===== src/rtl/risc_pkg.sv =====
// risc_pkg: constants shared by the RISC datapath (processing_unit) and the
// control unit that drives it.
//   word_size   datapath, register, address and bus width
//   Sel1_size   width of the Bus_1 mux select
//   Sel2_size   width of the Bus_2 mux select
//   alu_op_e    ALU opcodes carried in instruction[7:4]
//   SEL1_*      Bus_1 source codes (R0-R7, PC); all other codes drive 0
//   SEL2_*      Bus_2 source codes (ALU, Bus_1, memory, constant 0)
package risc_pkg;

    localparam int unsigned word_size = 8;
    localparam int unsigned Sel1_size = 4;
    localparam int unsigned Sel2_size = 2;
    localparam int unsigned op_size   = 4;

    // Constant 1 at datapath width, used for increment/decrement and compares.
    localparam logic [word_size-1:0] WORD_ONE = {{(word_size-1){1'b0}}, 1'b1};

    typedef enum logic [op_size-1:0] {
        OP_ADD  = 4'b0001,
        OP_SUB  = 4'b0011,
        OP_INC  = 4'b0100,
        OP_DEC  = 4'b0101,
        OP_SLT  = 4'b1001,
        OP_SGT  = 4'b1010,
        OP_AND  = 4'b1011,
        OP_OR   = 4'b1101,
        OP_NAND = 4'b1111
    } alu_op_e;

    localparam logic [Sel1_size-1:0] SEL1_R0 = 4'd0;
    localparam logic [Sel1_size-1:0] SEL1_R1 = 4'd1;
    localparam logic [Sel1_size-1:0] SEL1_R2 = 4'd2;
    localparam logic [Sel1_size-1:0] SEL1_R3 = 4'd3;
    localparam logic [Sel1_size-1:0] SEL1_R4 = 4'd4;
    localparam logic [Sel1_size-1:0] SEL1_R5 = 4'd5;
    localparam logic [Sel1_size-1:0] SEL1_R6 = 4'd6;
    localparam logic [Sel1_size-1:0] SEL1_R7 = 4'd7;
    localparam logic [Sel1_size-1:0] SEL1_PC = 4'd8;

    localparam logic [Sel2_size-1:0] SEL2_ALU  = 2'd0;
    localparam logic [Sel2_size-1:0] SEL2_BUS1 = 2'd1;
    localparam logic [Sel2_size-1:0] SEL2_MEM  = 2'd2;
    localparam logic [Sel2_size-1:0] SEL2_ZERO = 2'd3;

    // Zero detect used for the Reg_Z update.
    function automatic logic is_zero(input logic [word_size-1:0] v);
        return (v == {word_size{1'b0}});
    endfunction

endpackage


===== src/rtl/risc_alu.sv =====
// risc_alu: purely combinational ALU of the RISC datapath.
//   a   in  word_size  operand A (Reg_Y)
//   b   in  word_size  operand B (Bus_1)
//   op  in  op_size    opcode, instruction[7:4]
//   y   out word_size  result; arithmetic wraps, compares are unsigned,
//                      unlisted opcodes pass B through
module risc_alu
    import risc_pkg::*;
(
    input  logic [word_size-1:0] a,
    input  logic [word_size-1:0] b,
    input  logic [op_size-1:0]   op,
    output logic [word_size-1:0] y
);

    logic [word_size-1:0] y_s;

    // Opcode decode and result selection.
    always_comb begin
        y_s = b;
        case (alu_op_e'(op))
            OP_ADD:  y_s = a + b;
            OP_SUB:  y_s = a - b;
            OP_INC:  y_s = b + WORD_ONE;
            OP_DEC:  y_s = b - WORD_ONE;
            OP_SLT:  y_s = (a < b) ? WORD_ONE : {word_size{1'b0}};
            OP_SGT:  y_s = (a > b) ? WORD_ONE : {word_size{1'b0}};
            OP_AND:  y_s = a & b;
            OP_OR:   y_s = a | b;
            OP_NAND: y_s = ~(a & b);
            default: y_s = b;
        endcase
    end

    assign y = y_s;

endmodule


===== src/rtl/processing_unit.sv =====
// processing_unit: datapath below the RISC control unit. Holds R0-R7, PC,
// PC_save, IR, Add_R, Reg_Y and Reg_Z and applies the control strobes each
// rising edge. Bus_1, Bus_2 and the ALU are combinational; every register
// load samples pre-edge values.
//   clk, rst                 clock, synchronous active-high reset
//   Load_R0..Load_R7         load Rn from Bus_2 (any combination at once)
//   Load_PC/Load_PC2/Inc_PC  PC update, in that priority order
//   Load_PC1                 PC_save <= pre-edge PC
//   Load_IR/Load_Add_R/Load_Reg_Y   load from Bus_2
//   Load_Reg_Z               Reg_Z <= (alu_out == 0)
//   Sel_Bus_1_Mux            0-7 R0-R7, 8 PC, others 0
//   Sel_Bus_2_Mux            0 ALU, 1 Bus_1, 2 mem_word, 3 zero
//   mem_word                 memory read data
//   instruction, zero        IR and Reg_Z back to the control unit
//   address, Bus_1           memory address (Add_R) and write data
module processing_unit
    import risc_pkg::*;
(
    input  logic                 clk,
    input  logic                 rst,
    input  logic                 Load_R0,
    input  logic                 Load_R1,
    input  logic                 Load_R2,
    input  logic                 Load_R3,
    input  logic                 Load_R4,
    input  logic                 Load_R5,
    input  logic                 Load_R6,
    input  logic                 Load_R7,
    input  logic                 Load_PC,
    input  logic                 Inc_PC,
    input  logic                 Load_PC1,
    input  logic                 Load_PC2,
    input  logic                 Load_IR,
    input  logic                 Load_Add_R,
    input  logic                 Load_Reg_Y,
    input  logic                 Load_Reg_Z,
    input  logic [Sel1_size-1:0] Sel_Bus_1_Mux,
    input  logic [Sel2_size-1:0] Sel_Bus_2_Mux,
    input  logic [word_size-1:0] mem_word,
    output logic [word_size-1:0] instruction,
    output logic                 zero,
    output logic [word_size-1:0] address,
    output logic [word_size-1:0] Bus_1
);

    logic [word_size-1:0] r_q [8];
    logic [word_size-1:0] r_d [8];
    logic [word_size-1:0] pc_q, pc_d;
    logic [word_size-1:0] pc_save_q, pc_save_d;
    logic [word_size-1:0] ir_q, ir_d;
    logic [word_size-1:0] add_r_q, add_r_d;
    logic [word_size-1:0] reg_y_q, reg_y_d;
    logic                 reg_z_q, reg_z_d;

    logic [7:0]           load_r_s;
    logic [word_size-1:0] bus_1_s;
    logic [word_size-1:0] bus_2_s;
    logic [word_size-1:0] alu_out_s;

    assign load_r_s = {Load_R7, Load_R6, Load_R5, Load_R4,
                       Load_R3, Load_R2, Load_R1, Load_R0};

    // Bus_1 source mux: codes 0-7 read the register file, 8 reads PC.
    always_comb begin
        bus_1_s = {word_size{1'b0}};
        if (Sel_Bus_1_Mux[3] == 1'b0) begin
            bus_1_s = r_q[Sel_Bus_1_Mux[2:0]];
        end else if (Sel_Bus_1_Mux == SEL1_PC) begin
            bus_1_s = pc_q;
        end else begin
            bus_1_s = {word_size{1'b0}};
        end
    end

    // Bus_2 source mux feeding every register load.
    always_comb begin
        bus_2_s = {word_size{1'b0}};
        case (Sel_Bus_2_Mux)
            SEL2_ALU:  bus_2_s = alu_out_s;
            SEL2_BUS1: bus_2_s = bus_1_s;
            SEL2_MEM:  bus_2_s = mem_word;
            SEL2_ZERO: bus_2_s = {word_size{1'b0}};
            default:   bus_2_s = {word_size{1'b0}};
        endcase
    end

    risc_alu u_alu (
        .a  (reg_y_q),
        .b  (bus_1_s),
        .op (ir_q[word_size-1 -: op_size]),
        .y  (alu_out_s)
    );

    // Next-state computation for all registers from the current strobes.
    always_comb begin
        for (int i = 0; i < 8; i++) begin
            if (load_r_s[i]) begin
                r_d[i] = bus_2_s;
            end else begin
                r_d[i] = r_q[i];
            end
        end

        // Load_PC wins over Load_PC2, which wins over Inc_PC.
        if (Load_PC) begin
            pc_d = bus_2_s;
        end else if (Load_PC2) begin
            pc_d = pc_save_q;
        end else if (Inc_PC) begin
            pc_d = pc_q + WORD_ONE;
        end else begin
            pc_d = pc_q;
        end

        // PC_save always captures the pre-edge PC, whatever PC does this cycle.
        if (Load_PC1) begin
            pc_save_d = pc_q;
        end else begin
            pc_save_d = pc_save_q;
        end

        if (Load_IR) begin
            ir_d = bus_2_s;
        end else begin
            ir_d = ir_q;
        end

        if (Load_Add_R) begin
            add_r_d = bus_2_s;
        end else begin
            add_r_d = add_r_q;
        end

        if (Load_Reg_Y) begin
            reg_y_d = bus_2_s;
        end else begin
            reg_y_d = reg_y_q;
        end

        if (Load_Reg_Z) begin
            reg_z_d = is_zero(alu_out_s);
        end else begin
            reg_z_d = reg_z_q;
        end
    end

    // State registers; reset overrides every strobe in its cycle.
    always_ff @(posedge clk) begin
        if (rst) begin
            for (int i = 0; i < 8; i++) begin
                r_q[i] <= {word_size{1'b0}};
            end
            pc_q      <= {word_size{1'b0}};
            pc_save_q <= {word_size{1'b0}};
            ir_q      <= {word_size{1'b0}};
            add_r_q   <= {word_size{1'b0}};
            reg_y_q   <= {word_size{1'b0}};
            reg_z_q   <= 1'b0;
        end else begin
            for (int i = 0; i < 8; i++) begin
                r_q[i] <= r_d[i];
            end
            pc_q      <= pc_d;
            pc_save_q <= pc_save_d;
            ir_q      <= ir_d;
            add_r_q   <= add_r_d;
            reg_y_q   <= reg_y_d;
            reg_z_q   <= reg_z_d;
        end
    end

    assign instruction = ir_q;
    assign zero        = reg_z_q;
    assign address     = add_r_q;
    assign Bus_1       = bus_1_s;

endmodule


===== config.mk =====
export PLATFORM = sky130hd
export DESIGN_NAME = processing_unit
export DESIGN_NICKNAME = d
export VERILOG_FILES = /design/src/rtl/risc_pkg.sv /design/src/rtl/risc_alu.sv /design/src/rtl/processing_unit.sv
export SDC_FILE = /design/constraint.sdc
export NUM_CORES = 1
export LEC_CHECK = 0
export ABC_AREA = 1
export CAP_MARGIN = 20
export CORE_AREA = 2 2 114 116
export DETAILED_ROUTE_END_ITERATION = 8
export DIE_AREA = 0 0 116 118
export PLACE_DENSITY_LB_ADDON = 0.05
export SETUP_SLACK_MARGIN = 0.05
export SYNTH_ARGS = -nofsm -noshare
export SYNTH_HDL_FRONTEND = slang
export SYNTH_SLANG_ARGS = --single-unit

===== constraint.sdc =====
create_clock -name clk -period 8.8 [get_ports clk]
set_input_delay 2.2 -clock clk [delete_from_list [all_inputs] [get_ports clk]]
set_output_delay 2.2 -clock clk [all_outputs]
set_load 0.03 [all_outputs]

* After elaboration in Yosys (flattened, before gate mapping)
Memories as Yosys holds them, arrays and structs flattened.
Cells that the tools add are included.
** Storage, ports and cells
- Bits in registers :: 41
- Memory bits (writable) :: 64
- Bits of input ports :: 32
- Output and inout bits :: 25
- Logic and storage cells :: 85
- Memories :: 1
** Cells by class
- Add/sub/neg operators :: 5
- Magnitude comparators :: 2
- Eq/ne operators :: 21
- Mux-type cells :: 28
- Bitwise gates (word level) :: 11
- Reductions and logical operators :: 11
** Memory list
- r_q :: depth 8, bits a word 8, read ports 1, clocked after memory_dff 0, write ports 8, line processing_unit.sv:46 : logic [word_size-1:0] r_q [8];
** Operators by type and width (number)
- $mux W8 :: 21
- $pmux W8 S9 :: 1
- $pmux W8 S4 :: 1
- $eq A4 B4 Y1 const B :: 6
- $add A8 B1 Y8 const B :: 2
- $reduce_and A2 Y1 :: 8
- $add A8 B8 Y8 :: 1
- $and A8 B8 Y8 :: 1
- $eq A4 B3 Y1 const B :: 2
- $gt A8 B8 Y1 :: 1
- $logic_not A8 Y1 :: 1
- $lt A8 B8 Y1 :: 1
- $ne A1 B1 Y1 const B :: 8
- $not A8 Y8 :: 1
- $or A1 B1 Y1 :: 8
- $or A8 B8 Y8 :: 1
- $sub A8 B1 Y8 const B :: 1
- $sub A8 B8 Y8 :: 1
- $mux W1 :: 5
- $eq A2 B2 Y1 const B :: 2
- $eq A4 B1 Y1 const B :: 1
- $eq A4 B2 Y1 const B :: 1
- $reduce_bool A3 Y1 :: 1
- $eq A2 B1 Y1 const B :: 1
- $logic_not A2 Y1 :: 1

* Depth between registers and ports, before layout
Gate-level depths: netlist (run 1).
- Depth in word-level cells :: 9
- Mapped depth :: 26

* Cells and area by module
Synthesis (run 1) repeated with hierarchy kept, for this count alone.
** Unflattened totals
- Cells, all modules :: 941
- Area, all modules :: 6957.9 um^2
** Modules (own cells, without submodules)
- processing_unit :: times used 1, cells an instance 687, area an instance 5430.2 um^2, seq. area each 2742.6 um^2
- risc_alu :: times used 1, cells an instance 254, area an instance 1527.7 um^2, seq. area each 0.0 um^2

* Worst setup path before layout (run 1)
Ideal clock, no wire load.
- Kind :: input-to-output
- Start :: input Sel_Bus_1_Mux[0]
- End :: output Bus_1[5]
- Data arrival time :: 3.258 ns
- Data required time :: 6.600 ns
- Path slack :: 3.342 ns
- Cell stages on the path :: 4
- Path buffers :: 1
- Cells stage by stage :: buf_6 nor4_4 inv_1 o21ai_2
** On the way
- Longest elaborated chain between the ends :: 3
- Elaborated cells between the ends (all ways) :: 4
- Classes of those cells :: eq/ne (1); mux (2); memory (1)
** Ends and longest elaborated chain
- start, declared :: line processing_unit.sv:37 : input logic [Sel1_size-1:0] Sel_Bus_1_Mux,
- parallel branches: the longest is 2 deep, another holds $mem_v2 Z8 W8
- $mux W8 * :: line processing_unit.sv:66 : if (Sel_Bus_1_Mux[3] == 1'b0) begin
- end, declared :: line processing_unit.sv:43 : output logic [word_size-1:0] Bus_1
Mark *: on every way between the ends.

* Final worst setup path (run 1)
- Start :: input Sel_Bus_1_Mux[1]
- End :: output Bus_1[4]
Same word-level chain as after synthesis.

==> metrics.csv, run 1 <==
metric;value;unit
outcome;finished clean;
CTS Buf Count;9;
most instantiated library cell after synthesis;nor2_1;
WHS Path Cells;2;
remaining routing DRC violations;0;
fin crit period;7.17;ns
Synth Cell Area;0.00660;mm^2
sequential area share after synthesis;41.5;%
Via Count;5773;
Initial Util;53.2;%
Worst path depth;5;
# hold bufs at CTS;0;
clk sinks;105;
Crit Path Class;input pin to primary output;
Max Transition Viols Final;0;
FP Rows;41;
share of cells above drive strength 1;9.78;%
antenna diode count;0;
Nets;952;
die area;0.0137;mm^2
Critical-path top delay cell;clkdlybuf4s50_1;
final worst slack;1.63;ns
syn nets;905;
CTS tree;done;
family with the most delay on the worst path;buffers and inverters;
ys async rst share;0;%
Post-synth EDFFs;64;
synth cell count leaders;nor2_1, nand2_1, inv_1;
Setup-failing EPs final;0;
port bufs;56;
synth top area cells;edfxtp_1, dfxtp_1, nor2_1, nand2_1, ha_1;
pin count of the biggest net entering global routing;35;
CP Max Fanout;23;
global-route wire length before repair;29000;um
critical path data arrival time;4.97;ns
post-CTS setup buffer count;0;
number of synthesized register bits;105;
LEAKAGE;3.47;nW
Worst R2R Path Depth;18;
worst skew pair latency;0.36;ns
Worst slew margin;43.6;%
I/O Pins;57;
# H-tree levels;3;
largest family of logic cells by synthesized area;simple AND/OR/NAND/NOR gates;
CTS max path bufs;2;
Required @ worst endpoint;6.60;ns
FMAX;139;MHz
GRT Util Overall;27.9;%
Largest stage delay, worst path;0.85;ns
initial antenna violation count;0;
mux cell area share after synthesis;0;%
Die W;116;um
final hold slack;0.490;ns
drt pass-1 iters;7;
post-synth top area share;29.1;%
Tightest Pin Transition;0.843;ns
Synth Flop Type;edfxtp_1;
post-route ant nets;0;
clock skew;0.00874;ns
Synth Area in Adders;6.86;%
Resized cells post-CTS;0;
max-cap viol count;0;
area grow syn2layout;14.7;%
worst vdd ir;0.129;mV
worst min path class;flip-flop to flip-flop;
Via density;5.44;
Synth Area in Compound Gates;14.3;%
mean post-synth cell area;7.88;um^2
clk slew on worst S/H paths;0.07;ns
core area;0.0124;mm^2
Synth Warn #;0;
Startpoint Class;input pin;
vias in the first global route;5407;
largest area contributor in the netlist;edfxtp_1;
post-place setup slack;1.62;ns
Tcrit/Tclk final;81.5;%
grt ovf;0;
cell area power density;178;mW/mm^2
Synth cell types;45;
Synth Area in XOR/XNOR;1.19;%
Syn Inst Count;838;
CP Cell Sequence;clkdlybuf4s50_1 -> nor4_4 -> nand2_1 -> nand2_1 -> clkdlybuf4s50_1;
Synth Area in Simple Gates;27.0;%
kind of end point of the critical path;primary output;
drt wl/cell;17.3;um
Final Hold Vio Count;0;
post-route setup TNS;0;ns
RSZ-0062 raised after global routing;false;
gp weighted congestion;0.964;
post-DP HPWL;14100;um
initial DRC count;561;
final WL;18400;um
Worst Path Buf+Inv;2;
CTS root buffer;clkbuf_16;
die height;118;um
==> worst paths after layout <==
path	slack, ns	to	start
max	1.63	Bus_1[4]	Sel_Bus_1_Mux[1]
min	0.49	zero$_SDFFE_PP0P_	zero$_SDFFE_PP0P_
min reg2reg	0.49	zero$_SDFFE_PP0P_	zero$_SDFFE_PP0P_
max reg2reg	5.08	r_q[6][0]$_DFFE_PP_	r_q[4][0]$_SDFFCE_PN0P_
==> layout make-up <==
type | count | area, um^2
Sequential cell | 105 | 2740
Inverter | 122 | 458
Tap cell | 172 | 215
Clock buffer | 10 | 229
Fill cell | 1147 | 4840
Clock inverter | 6 | 78.8
Timing Repair Buffer | 59 | 583
Multi-Input combinational cell | 588 | 3260
==> worst min-delay path, cell delays in order, from the launching register on <==
cell and delay (ns):
dfxtp_1 0.32, nand2_1 0.06, a21oi_1 0.06
==> report_power, final <==
| part | leakage, nW | internal, W | switching (W) |
|---|---|---|---|
| combinational | 2.28 | 0.000120 | 0.000230 |
| clock | 0.148 | 0.000226 | 0.000193 |
| sequential | 1.05 | 0.000561 | 0.0000226 |
| total | 3.47 | 0.000906 | 0.000445 |
==> metrics by stage <==
step                      instance area, um^2  std cells  util [%]  power, W
after floorplan                          6600        838         -  0.000827
after global placement                   7260       1046      58.5  0.000934
after detailed placement                 7260       1046      58.5  0.000940
after CTS                                7570       1062      61.0   0.00135
after global routing                     7570       1062      61.0   0.00141
final                                    7570       1062      61.0   0.00135
==> state kept, by name (all words and copies together), names as in the netlist <==
register / count
r_q: 64
address: 8
instruction: 8
pc_q: 8
pc_save_q: 8
reg_y_q: 8
zero: 1
==> kinds of logic (layout without fill, tap and decap cells) <==
kind of cell / count (synthesis) / count (layout)
fa+ha+maj: 35 / 35
xor+xnor: 9 / 9
simple gates: 394 / 394
flops: 105 / 105
buf+inv: 145 / 197
compound gates: 150 / 150
==> cell usage in the layout (no fill, tap or decap), types with 7 or more instances in the layout <==
| master | n |
|---|---|
| inv_2 | 13 |
| clkdlybuf4s50_1 | 56 |
| nand3_1 | 57 |
| dfxtp_1 | 41 |
| nand2_2 | 14 |
| clkbuf_16 | 9 |
| clkinv_1 | 8 |
| nand2_1 | 123 |
| edfxtp_1 | 64 |
| nor2_1 | 158 |
| a21oi_1 | 37 |
| o21ai_0 | 45 |
| inv_1 | 101 |
| nand4_1 | 7 |
| o21ai_1 | 22 |
| nand3_2 | 7 |
| xor2_1 | 7 |
| o211ai_1 | 8 |
| ha_1 | 33 |
| a22oi_1 | 9 |
| o22ai_1 | 8 |
==> routing by layer <==
layer | part of all wire (%) | vias to the layer above | global-route usage (%) | wire, um
li1 | - | 2859 | - | -
met1 | 46 | 2708 | 40.2 | 8390
met2 | 46 | 183 | 43.6 | 8530
met3 | 6.0 | 23 | 3.76 | 1110
met4 | 1.8 | 0 | 8.18 | 329
met5 | 0 | - | 0 | 0
(Power assumes the default switching activity.)
==> run 2, diff against run 1 <==
--- a/config.mk
+++ b/config.mk
@@ -7,9 +7,9 @@
 export LEC_CHECK = 0
 export ABC_AREA = 1
 export CAP_MARGIN = 20
-export CORE_AREA = 2 2 114 116
+export CORE_AREA = 2 2 115 117
 export DETAILED_ROUTE_END_ITERATION = 8
-export DIE_AREA = 0 0 116 118
+export DIE_AREA = 0 0 117 119
 export PLACE_DENSITY_LB_ADDON = 0.05
 export SETUP_SLACK_MARGIN = 0.05
 export SYNTH_ARGS = -nofsm -noshare
==> constraint.sdc (replaced) <==
create_clock -name clk -period 6 [get_ports clk]
set_input_delay 1.5 -clock clk [delete_from_list [all_inputs] [get_ports clk]]
set_output_delay 1.5 -clock clk [all_outputs]
set_load 0.03 [all_outputs]
==> run 2 against run 1 <==
  * Wire length is 2.3% higher
  * Critical path type unchanged
  * Largest cell class unchanged
  * Highest routed layer unchanged
  * Sequential share of layout area is 0.41 points lower
  * Largest power group unchanged
  * Critical endpoint is now Bus_1[2]
  * Non-clock buffer count is 7 higher
==> metrics.csv, run 2 (same netlist as run 1, synthesis figures left out) <==
metric;value;unit;change
outcome;finished clean;;unchanged
proportion of power drawn by the clock network;33.3;%;was 31.0%
post-route setup TNS;0;ns;unchanged
CTS root buffer;clkbuf_16;;unchanged
clock skew;0.00487;ns;was 0.00874 ns
Max Transition Viols Final;0;;unchanged
antenna diode count;0;;unchanged
vias in the first global route;5469;;was 5407
initial antenna violation count;0;;unchanged
# H-tree levels;3;;unchanged
post-CTS setup buffer count;0;;unchanged
share of cells above drive strength 1;10.6;%;was 9.78%
Tcrit/Tclk final;92.1;%;
combinational share of power;25.3;%;was 25.9%
R2R Path Start;r_q[4][4]$_SDFFCE_PN0P_;;was r_q[4][0]$_SDFFCE_PN0P_
clk sinks;105;;unchanged
FMAX;181;MHz;
port bufs;56;;unchanged
pin count of the biggest net entering global routing;34;;was 35
total power;0.00206;W;was 0.00135 W
global-route wire length before repair;28700;um;was 29000 um
Hold Path End;zero$_SDFFE_PP0P_;;unchanged
Largest Register;r_q;;unchanged
fin crit period;5.53;ns;
post-route ant nets;0;;unchanged
r2r endpoint;r_q[7][5]$_DFFE_PP_;;was r_q[6][0]$_DFFE_PP_
area grow syn2layout;16.0;%;was 14.7%
core area;0.0129;mm^2;was 0.0124 mm^2
Worst R2R Path Depth;16;;was 18
Worst Path Buf+Inv;3;;was 2
CTS Buf Count;9;;unchanged
worst vdd ir;0.255;mV;was 0.129 mV
Final Hold Vio Count;0;;unchanged
commonest non-fill, non-tap cell in the layout;nor2_1;;unchanged
critical path data arrival time;4.03;ns;was 4.97 ns
worst min path class;flip-flop to flip-flop;;unchanged
CP Max Fanout;13;;was 23
Resized cells post-CTS;0;;unchanged
Nets;959;;was 952
family with the most delay on the worst path;buffers and inverters;;unchanged
# hold bufs at CTS;0;;unchanged
I/O Pins;57;;unchanged
most frequent cells in the layout;nor2_1, nand2_1, inv_1;;unchanged
gp weighted congestion;1.01;;was 0.964
remaining routing DRC violations;0;;unchanged
kind of end point of the critical path;primary output;;unchanged
Via density;5.47;;was 5.44
flop2flop setup slack;2.62;ns;was 5.08 ns
final WL;18800;um;was 18400 um
Internal;0.00141;W;was 0.000906 W
CP Cell Sequence;clkdlybuf4s50_1 -> inv_2 -> nor2_1 -> o21ai_0 -> nand3_1 -> nand3_1 -> nand2_1 -> clkdlybuf4s50_1;;was clkdlybuf4s50_1 -> nor4_4 -> nand2_1 -> nand2_1 -> clkdlybuf4s50_1
Tightest Pin Transition;0.720;ns;was 0.843 ns
worst skew pair latency;0.36;ns;about the same
switching fraction of total power;31.4;%;was 32.9%
CTS max path bufs;2;;unchanged
Die W;117;um;was 116 um
max-cap viol count;0;;unchanged
clk slew on worst S/H paths;0.07;ns;about the same
Required @ worst endpoint;4.50;ns;was 6.60 ns
drt pass-1 iters;5;;was 7
max reg flops;64;;unchanged
Startpoint Class;input pin;;unchanged
Critical-path top delay cell;clkdlybuf4s50_1;;unchanged
GRT Util Overall;27.5;%;was 27.9%
drt wl/cell;17.5;um;was 17.3 um
LEAKAGE;3.53;nW;was 3.47 nW
FP Rows;42;;was 41
post-DP HPWL;14300;um;was 14100 um
Hold Path Origin;zero$_SDFFE_PP0P_;;unchanged
grt ovf;0;;unchanged
die area;0.0139;mm^2;was 0.0137 mm^2
Switch Pwr;0.000648;W;was 0.000445 W
die height;119;um;was 118 um
cell area power density;269;mW/mm^2;was 178 mW/mm^2
Crit Path Class;input pin to primary output;;unchanged
Largest stage delay, worst path;0.82;ns;was 0.85 ns
Setup-failing EPs final;0;;unchanged
RSZ-0062 raised after global routing;false;;unchanged
Seq pwr share;41.4;%;was 43.2%
WHS Path Cells;2;;unchanged
initial DRC count;566;;was 561
Worst slew margin;51.8;%;was 43.6%
Via Count;5864;;was 5773
Initial Util;51.3;%;was 53.2%
CTS tree;done;;unchanged
-- run 2: changes by cell type in the layout (fill, tap and decap cells not counted), sizes merged --
cell / change
clkinv: -1
bufinv: +2
buf: +9
clkinvlp: -1
clkdlybuf4s50: -2
-- run 2: cell type report --
cell class,instances,area (um^2)
inverter,122,458
clock buffer,10,229
tap,176,220
fill,1165,5220
sequential,105,2740
timing repair buffer,66,631
clock inverter,6,114
multi-input combinational,588,3260
-- run 2: power groups by stage --
| stage | combinational (W) | clock [W] | sequential (W) |
|---|---|---|---|
| 2_1_floorplan | 0.000339 | 0 | 0.000875 |
| 3_3_place_gp | 0.000506 | 0 | 0.000870 |
| 3_5_place_dp | 0.000513 | 0 | 0.000870 |
| 4_1_cts | 0.000516 | 0.000696 | 0.000854 |
| 5_1_grt | 0.000570 | 0.000724 | 0.000858 |
| 6_report | 0.000521 | 0.000686 | 0.000854 |
-- run 2: worst min-delay path: cells and delay by family (launching register included) --
kind / cells / cell delay, ns
DFF: 1 / 0.32
and+or+nand+nor: 1 / 0.06
AOI/OAI and AO/OA: 1 / 0.05
-- run 2: metal layers --
metal | GRT usage (%) | part of all wire, % | routed length [um] | vias to the layer above
met5 | 0 | 0 | 0 | -
met3 | 4.73 | 6.1 | 1140 | 40
met2 | 41.8 | 46 | 8580 | 211
met4 | 11.2 | 3.4 | 642 | 0
li1 | - | - | - | 2874
met1 | 38.9 | 45 | 8420 | 2739
-- run 2: worst max-delay path by stage --
stage / startpoint / end / slack (ns) / cells past startpoint
3_5_place_dp: Sel_Bus_1_Mux[1] / r_q[5][2]$_SDFFCE_PN0P_ / 0.52 / 17
5_1_grt: Sel_Bus_1_Mux[1] / Bus_1[0] / 0.31 / 8
2_1_floorplan: Sel_Bus_1_Mux[0] / r_q[0][7]$_SDFFCE_PN0P_ / 1.69 / 20
6_report: Sel_Bus_1_Mux[1] / Bus_1[2] / 0.47 / 8
4_1_cts: Sel_Bus_1_Mux[1] / Bus_1[2] / 0.51 / 8
3_3_place_gp: Sel_Bus_1_Mux[1] / Bus_1[2] / 0.57 / 8
-- run 2: per-stage QoR --
| stage | setup slack [ns] | area [um^2] | instances | utilization, % | hold WS, ns |
|---|---|---|---|---|---|
| after global placement | 0.568 | 7320 | 1057 | 56.8 | 0.466 |
| after CTS | 0.510 | 7660 | 1073 | 59.5 | 0.472 |
| final | 0.472 | 7660 | 1073 | 59.5 | 0.475 |
| after global routing | 0.314 | 7660 | 1073 | 59.5 | 0.489 |
| after floorplan | 1.69 | 6600 | 838 | - | 0.478 |
| after detailed placement | 0.517 | 7320 | 1057 | 56.8 | 0.459 |
==> run 3, diff against run 2 <==
--- a/config.mk
+++ b/config.mk
@@ -7,9 +7,9 @@
 export LEC_CHECK = 0
 export ABC_AREA = 1
 export CAP_MARGIN = 20
-export CORE_AREA = 2 2 115 117
+export CORE_AREA = 2 2 98 138
 export DETAILED_ROUTE_END_ITERATION = 8
-export DIE_AREA = 0 0 117 119
+export DIE_AREA = 0 0 100 140
 export PLACE_DENSITY_LB_ADDON = 0.05
 export SETUP_SLACK_MARGIN = 0.05
 export SYNTH_ARGS = -nofsm -noshare
==> run 3 against run 2 <==
  * Combinational power up 1%
  * Wire length grew 3.7%
  * Sequential cell count unchanged
  * Final area down 0.64%
  * Sequential power about the same
  * Fmax fell by 0.63%
  * Register-to-register slack worse by 0.09 ns
  * Clock-buffer cell count decreased by 1
  * Largest power group unchanged
  * Highest routed layer unchanged
==> metrics.csv, run 3 (same netlist as run 1, synthesis figures left out) <==
metric;value;unit;change
clk sinks;105;;unchanged
worst skew pair latency;0.34;ns;was 0.36 ns
commonest non-fill, non-tap cell in the layout;nor2_1;;unchanged
initial antenna violation count;0;;unchanged
Internal;0.00133;W;was 0.00141 W
outcome;finished clean;;unchanged
GRT met3 Usage;3.04;%;was 4.73%
gp weighted congestion;1.03;;was 1.01
family with the most delay on the worst path;buffers and inverters;;unchanged
max-cap viol count;0;;unchanged
clk slew on worst S/H paths;0.07;ns;about the same
proportion of power drawn by the clock network;30.2;%;was 33.3%
Critical-path top delay cell;clkdlybuf4s50_1;;unchanged
port bufs;56;;unchanged
fin crit period;5.56;ns;was 5.53 ns
global-route wire length before repair;30200;um;was 28700 um
max reg flops;64;;unchanged
Via density;5.56;;was 5.47
FMAX;180;MHz;was 181 MHz
Worst Path Buf+Inv;3;;unchanged
post-route ant nets;0;;unchanged
FP Rows;49;;was 42
Largest stage delay, worst path;0.74;ns;was 0.82 ns
pin count of the biggest net entering global routing;33;;was 34
RSZ-0062 raised after global routing;false;;unchanged
# hold bufs at CTS;0;;unchanged
switching fraction of total power;32.6;%;was 31.4%
CTS Buf Count;9;;unchanged
cell area power density;260;mW/mm^2;was 269 mW/mm^2
post-DP HPWL;15400;um;was 14300 um
Required @ worst endpoint;4.50;ns;about the same
Seq pwr share;43.2;%;was 41.4%
fillers;1203;;was 1165
Largest Register;r_q;;unchanged
Worst slew margin;53.4;%;was 51.8%
Final Hold Vio Count;0;;unchanged
Max Transition Viols Final;0;;unchanged
drt pass-1 iters;5;;unchanged
area grow syn2layout;15.3;%;was 16.0%
Nets;958;;was 959
Setup-failing EPs final;0;;unchanged
critical path data arrival time;4.06;ns;was 4.03 ns
core area;0.0128;mm^2;was 0.0129 mm^2
final worst slack;0.437;ns;was 0.472 ns
CTS max path bufs;2;;unchanged
grt met2 use;51.2;%;was 41.8%
drt wl/cell;18.6;um;was 17.5 um
Post-Place Cell Area;0.00731;mm^2;was 0.00732 mm^2
grt ovf;0;;unchanged
combinational share of power;26.7;%;was 25.3%
vias in the first global route;5772;;was 5469
kind of end point of the critical path;primary output;;unchanged
die area;0.0140;mm^2;was 0.0139 mm^2
LEAKAGE;3.51;nW;was 3.53 nW
die height;140;um;was 119 um
Tightest Pin Transition;0.699;ns;was 0.720 ns
Die W;100;um;was 117 um
antenna diode count;0;;unchanged
I/O Pins;57;;unchanged
initial DRC count;349;;was 566
Initial Util;51.8;%;was 51.3%
Switch Pwr;0.000645;W;was 0.000648 W
final WL;19500;um;was 18800 um
GRT Util Overall;28.4;%;was 27.5%
final hold slack;0.510;ns;was 0.475 ns
CP Max Fanout;11;;was 13
# H-tree levels;3;;unchanged
remaining routing DRC violations;0;;unchanged
Tcrit/Tclk final;92.7;%;was 92.1%
Crit Path Class;input pin to primary output;;unchanged
worst min path class;flip-flop to flip-flop;;unchanged
post-route setup TNS;0;ns;unchanged
clock skew;0.00843;ns;was 0.00487 ns
post-CTS setup buffer count;0;;unchanged
met1 Usage GRT;31.0;%;was 38.9%
most frequent cells in the layout;nor2_1, nand2_1, inv_1;;unchanged
CTS root buffer;clkbuf_16;;unchanged
share of cells above drive strength 1;10.4;%;was 10.6%
Startpoint Class;input pin;;unchanged
Resized cells post-CTS;0;;unchanged
post-place setup slack;0.500;ns;was 0.517 ns
Via Count;5829;;was 5864
global routing's busiest layer;met2;;unchanged
post-route cell area;0.00761;mm^2;was 0.00766 mm^2
CTS tree;done;;unchanged
worst vdd ir;0.174;mV;was 0.255 mV
CP Cell Sequence;clkdlybuf4s50_1 -> inv_2 -> nor2_1 -> o21ai_0 -> nand3_1 -> nand3_1 -> nand2_1 -> clkdlybuf4s50_1;;unchanged
==> run 3: power by group through the flow <==
stage | registers (W) | logic (W) | clock network (W)
floorplan | 0.000875 | 0.000339 | 0
global placement | 0.000868 | 0.000518 | 0
detailed placement | 0.000869 | 0.000524 | 0
CTS | 0.000853 | 0.000526 | 0.000601
global route | 0.000858 | 0.000579 | 0.000635
finish | 0.000853 | 0.000528 | 0.000596
==> run 3: worst paths after layout <==
kind / from / end / slack [ns] / cells after the start
worst max-delay path: Sel_Bus_1_Mux[1] / Bus_1[2] / 0.44 / 8
worst min register to register: zero$_SDFFE_PP0P_ / zero$_SDFFE_PP0P_ / 0.51 / 2
worst min-delay path: zero$_SDFFE_PP0P_ / zero$_SDFFE_PP0P_ / 0.51 / 2
worst max register to register: r_q[3][2]$_SDFFCE_PN0P_ / r_q[7][5]$_DFFE_PP_ / 2.53 / 13
==> run 3: cell type report <==
type                            instances  area (um^2)  share of cell area [%]
Inverter                              122          458                    6.02
Timing Repair Buffer                   65          653                    8.58
Sequential cell                       105         2740                    36.0
Multi-Input combinational cell        588         3260                    42.9
Clock buffer                            9          225                    2.96
Clock inverter                          6         75.1                   0.987
Tap cell                              153          191                    2.52
==> run 3: tightest hold or removal path, delay by kind of cell (launching register included) <==
family	cells	cell delay [ns]
DFF	1	0.34
AOI/OAI and AO/OA	1	0.06
and+or+nand+nor	1	0.07
==> run 3: metal layers <==
layer  wire length, um  vias to the layer above  share of wire, %
met5                 0                        -                 0
met4              1340                        0               6.9
met3               859                       71               4.4
met2             10300                      196                53
met1              7010                     2697                36
li1                  -                     2865                 -
==> run 3: metrics by stage <==
step	utilization (%)	power, W	instances
2_1_floorplan	-	0.00121	838
3_3_place_gp	57.2	0.00139	1032
3_5_place_dp	57.3	0.00139	1033
4_1_cts	59.7	0.00198	1048
5_1_grt	59.7	0.00207	1048
6_report	59.7	0.00198	1048
==> patch 1: new RTL, flow settings as in run 3 <==
Change the package constant `word_size` from 8 to 16.
--- a/src/rtl/risc_pkg.sv
+++ b/src/rtl/risc_pkg.sv
@@ -9,5 +9,5 @@
 package risc_pkg;
 
-    localparam int unsigned word_size = 8;
+    localparam int unsigned word_size = 16;
     localparam int unsigned Sel1_size = 4;
     localparam int unsigned Sel2_size = 2;
Ports: changed (resized Bus_1, address, instruction and mem_word); port bits go from 57 to 89. The function was not compared with the original's and may differ.
==> patch 1 against run 3 <==
- the run now fails in global placement without I/O
- area after synthesis rose by 99%
==> patch 1: results (changes against run 3) <==
\begin{tabular}{lr}
\hline
Metric & Value \\
\hline
\multicolumn{2}{l}{\textbf{Run status}} \\
\quad Run status & stopped before the end \\
\quad Stage where the flow stopped & global placement without I/O \\
\quad First Err & [ERROR FLW-0024] Place density exceeds 1.0 (current PLACE\_DENSITY\_LB\_ADDON =  0.05). Please check if the value of  PLACE\_DENSITY\_LB\_ADDON is between 0 and 0.99. \\
\multicolumn{2}{l}{\textbf{Yosys}} \\
\quad Proportion of register bits with asynchronous set or reset after synthesis & 0\% (unchanged) \\
\quad Average cell area after synthesis & 7.576 um2 (-3.8\%) \\
\quad Post-synthesis net count & 1844 (+100\%) \\
\quad Top cells by instance count after synthesis & sky130\_fd\_sc\_hd\_\_nor2\_1 (338), sky130\_fd\_sc\_hd\_\_nand2\_1 (283), sky130\_fd\_sc\_hd\_\_inv\_1 (194) \\
\quad Count of state elements after synthesis & 209 (+99\%) \\
\quad Warnings, synthesis & 0 (unchanged) \\
\quad Most area-consuming cells after synthesis & sky130\_fd\_sc\_hd\_\_edfxtp\_1 (29\%), sky130\_fd\_sc\_hd\_\_dfxtp\_1 (12\%), sky130\_fd\_sc\_hd\_\_nor2\_1 (9.6\%) \\
\quad Number of enable-type register cells in the synthesized netlist & 128 (+100\%) \\
\quad Ys flop type & sky130\_fd\_sc\_hd\_\_edfxtp\_1 \\
\quad Post-synth cell types & 54 (+20\%) \\
\quad Sequential-to-total area share from yosys stat & 41.53\% (about the same) \\
\multicolumn{2}{l}{\textbf{Floorplan}} \\
\quad Horiz. Die Dim & 100 um (unchanged) \\
\hline
\end{tabular}
[patch 1: changes by cell type after synthesis, sizes merged, moves of 32 or more]
cell | before | now
nor2 | 166 | 355
ha | 33 | 65
edfxtp | 64 | 128
nand2 | 144 | 301
o21ai | 69 | 172
inv | 114 | 208
dfxtp | 41 | 81
nand3 | 64 | 124
[patch 1: cells by family after synthesis]
kind of cell | after synthesis | share of synthesized area [%]
simple gates | 826 | 26.68
buf+inv | 288 | 9.051
fa+ha+maj | 67 | 6.484
xor+xnor | 13 | 0.8652
compound gates | 334 | 15.39
flops | 209 | 41.53
==> patch 2: new RTL, settings of run 3 <==
Made on the original files. Make the reset (`rst`) asynchronous in one clocked block. Comments in the files are not updated.
--- a/src/rtl/processing_unit.sv
+++ b/src/rtl/processing_unit.sv
@@ -146,5 +146,5 @@
 
     // State registers; reset overrides every strobe in its cycle.
-    always_ff @(posedge clk) begin
+    always_ff @(posedge clk or posedge rst) begin
         if (rst) begin
             for (int i = 0; i < 8; i++) begin
Behaviour: differs if rst is asserted again (counterexample within 4 cycles, from zero or initial values and one cycle with rst high); with rst held inactive, the same outputs for 4 cycles.
==> patch 2 against run 3 <==
- core utilization up 0.13 points
- power up 22%
- sequential cell count unchanged
- wire length down 0.97%
- final area up 0.21%
- critical path depth up 1
- count of clock-buffer cells in the layout unchanged
- worst setup slack better by 0.090 ns
- area after synthesis up 2.6%
- critical endpoint is now Bus_1[1]
- largest power group unchanged
==> patch 2: results (changes against run 3) <==
\begin{tabular}{lr}
\hline
Metric & Value \\
\hline
\multicolumn{2}{l}{\textbf{Final layout}} \\
\quad Total of fill cells in the finished design & 1235 (+2.7\%) \\
\quad Share of cells above drive strength 1 & 8.515\% (-1.9 points) \\
\quad Nets & 1025 (+7.0\%) \\
\multicolumn{2}{l}{\textbf{Timing}} \\
\quad Time the final worst path needs with I/O delays and setup & 5.473 ns (-0.09046 ns) \\
\multicolumn{2}{l}{\textbf{Global routing}} \\
\quad M1 GR Usage & 36.73\% (+5.7 points) \\
\quad Largest net degree at the start of global routing & 64 (+94\%) \\
\quad Overall global routing resource usage & 28.70\% (+0.31 points) \\
\quad Number of global-route vias before repair & 5918 (+2.5\%) \\
\quad GR Layer Usage met2 & 49.08\% (-2.2 points) \\
\quad Met3 capacity usage during global routing & 3.643\% (+0.60 points) \\
\quad First-pass GRT wire length & 31080 um (+2.9\%) \\
\multicolumn{2}{l}{\textbf{Yosys}} \\
\quad Most area-consuming cells after synthesis & sky130\_fd\_sc\_hd\_\_dfrtp\_1 (39\%), sky130\_fd\_sc\_hd\_\_nand2\_1 (18\%), sky130\_fd\_sc\_hd\_\_ha\_1 (6.1\%) \\
\quad Ys flop type & sky130\_fd\_sc\_hd\_\_dfrtp\_1 \\
\quad Adder and majority gate portion of the synthesized area & 6.686\% (-0.17 points) \\
\quad Sequential-to-total area share from yosys stat & 38.79\% (-2.8 points) \\
\multicolumn{2}{l}{\textbf{Critical path}} \\
\quad Worst EP arrival & 3.97 ns (-0.09 ns) \\
\quad Depth of the most critical reg-to-reg path & 20 (+7) \\
\quad Critical path origin & Sel\_Bus\_1\_Mux[0] \\
\quad Worst R2R Setup Slack & 2.49 ns (-0.04 ns) \\
\quad Reg2Reg Launch Point & r\_q[25]\$\_DFFE\_PP0P\_ \\
\multicolumn{2}{l}{\textbf{Placement}} \\
\quad Post-Place Cell Area & 7316 um2 (about the same) \\
\quad Final Wtd Congestion & 1.010 (-2.0\%) \\
\quad Cell total after placement & 1100 (+6.5\%) \\
\quad Worst slack, placed & 0.4626 ns (-0.03716 ns) \\
\multicolumn{2}{l}{\textbf{Drt}} \\
\quad Detailed route wirelength on metal3 & 1018 um (+19\%) \\
\quad Aggregate routed wire length & 19290 um (-0.97\%) \\
\quad Avg Vias per Cell & 5.508 (-0.97\%) \\
\quad Initial DRC Count & 321 (-8.0\%) \\
\quad Routed length on met1 & 7815 um (+12\%) \\
\multicolumn{2}{l}{\textbf{Worst hold path}} \\
\quad Worst Hold Launch & r\_q[56]\$\_DFFE\_PP0P\_ \\
\quad Capture endpoint of the worst hold path & r\_q[56]\$\_DFFE\_PP0P\_ \\
\multicolumn{2}{l}{\textbf{Power}} \\
\quad Clock group & 0.614 mW (+3\%) \\
\quad Worst supply voltage drop on vdd & 0.2188 mV (+26\%) \\
\quad Clk pwr share & 25.5\% (-4.7 points) \\
\multicolumn{2}{l}{\textbf{Run status}} \\
\quad Run status & complete, no violations \\
\hline
\end{tabular}
patch 2: changes by cell type in the layout (fill, tap and decap cells not counted), sizes merged, moves of 9 or more:
cell | run 3 | this run
o211ai | 9 | 21
clkinv | 10 | 0
edfxtp | 64 | 0
dfrtp | 0 | 105
nand2 | 144 | 331
nand3 | 64 | 55
a31oi | 0 | 10
nor2 | 166 | 67
dfxtp | 41 | 0
patch 2: worst register-to-register path, stage by stage, from the launching register on:
cell                       delay [ns]
sky130_fd_sc_hd__dfrtp_1         0.34
sky130_fd_sc_hd__nor2_1          0.05
sky130_fd_sc_hd__nor2_1          0.12
sky130_fd_sc_hd__o21ai_0         0.11
sky130_fd_sc_hd__o211ai_1        0.10
sky130_fd_sc_hd__nand3_1         0.18
sky130_fd_sc_hd__nand2_1         0.30
sky130_fd_sc_hd__inv_1           0.16
sky130_fd_sc_hd__fa_1            0.50
sky130_fd_sc_hd__nand3b_1        0.18
sky130_fd_sc_hd__nand2_1         0.09
sky130_fd_sc_hd__nand2_1         0.07
sky130_fd_sc_hd__nand2_1         0.08
sky130_fd_sc_hd__a21oi_1         0.07
sky130_fd_sc_hd__or2_2           0.27
sky130_fd_sc_hd__nand3_1         0.09
sky130_fd_sc_hd__nand4_1         0.12
sky130_fd_sc_hd__nand2_1         0.10
sky130_fd_sc_hd__nand2_2         0.25
sky130_fd_sc_hd__nand2_1         0.16
sky130_fd_sc_hd__nand2_1         0.06
patch 2: cell type report:
cell class	count	area, um2	share of cell area [%]
Multi-Input combinational cell	671	3478	45.61
Sequential cell	105	2628	34.45
Timing Repair Buffer	65	618.1	8.105
Inverter	106	400.4	5.250
Clock buffer	9	225.2	2.953
Tap cell	153	191.4	2.510
Clock inverter	7	85.08	1.116
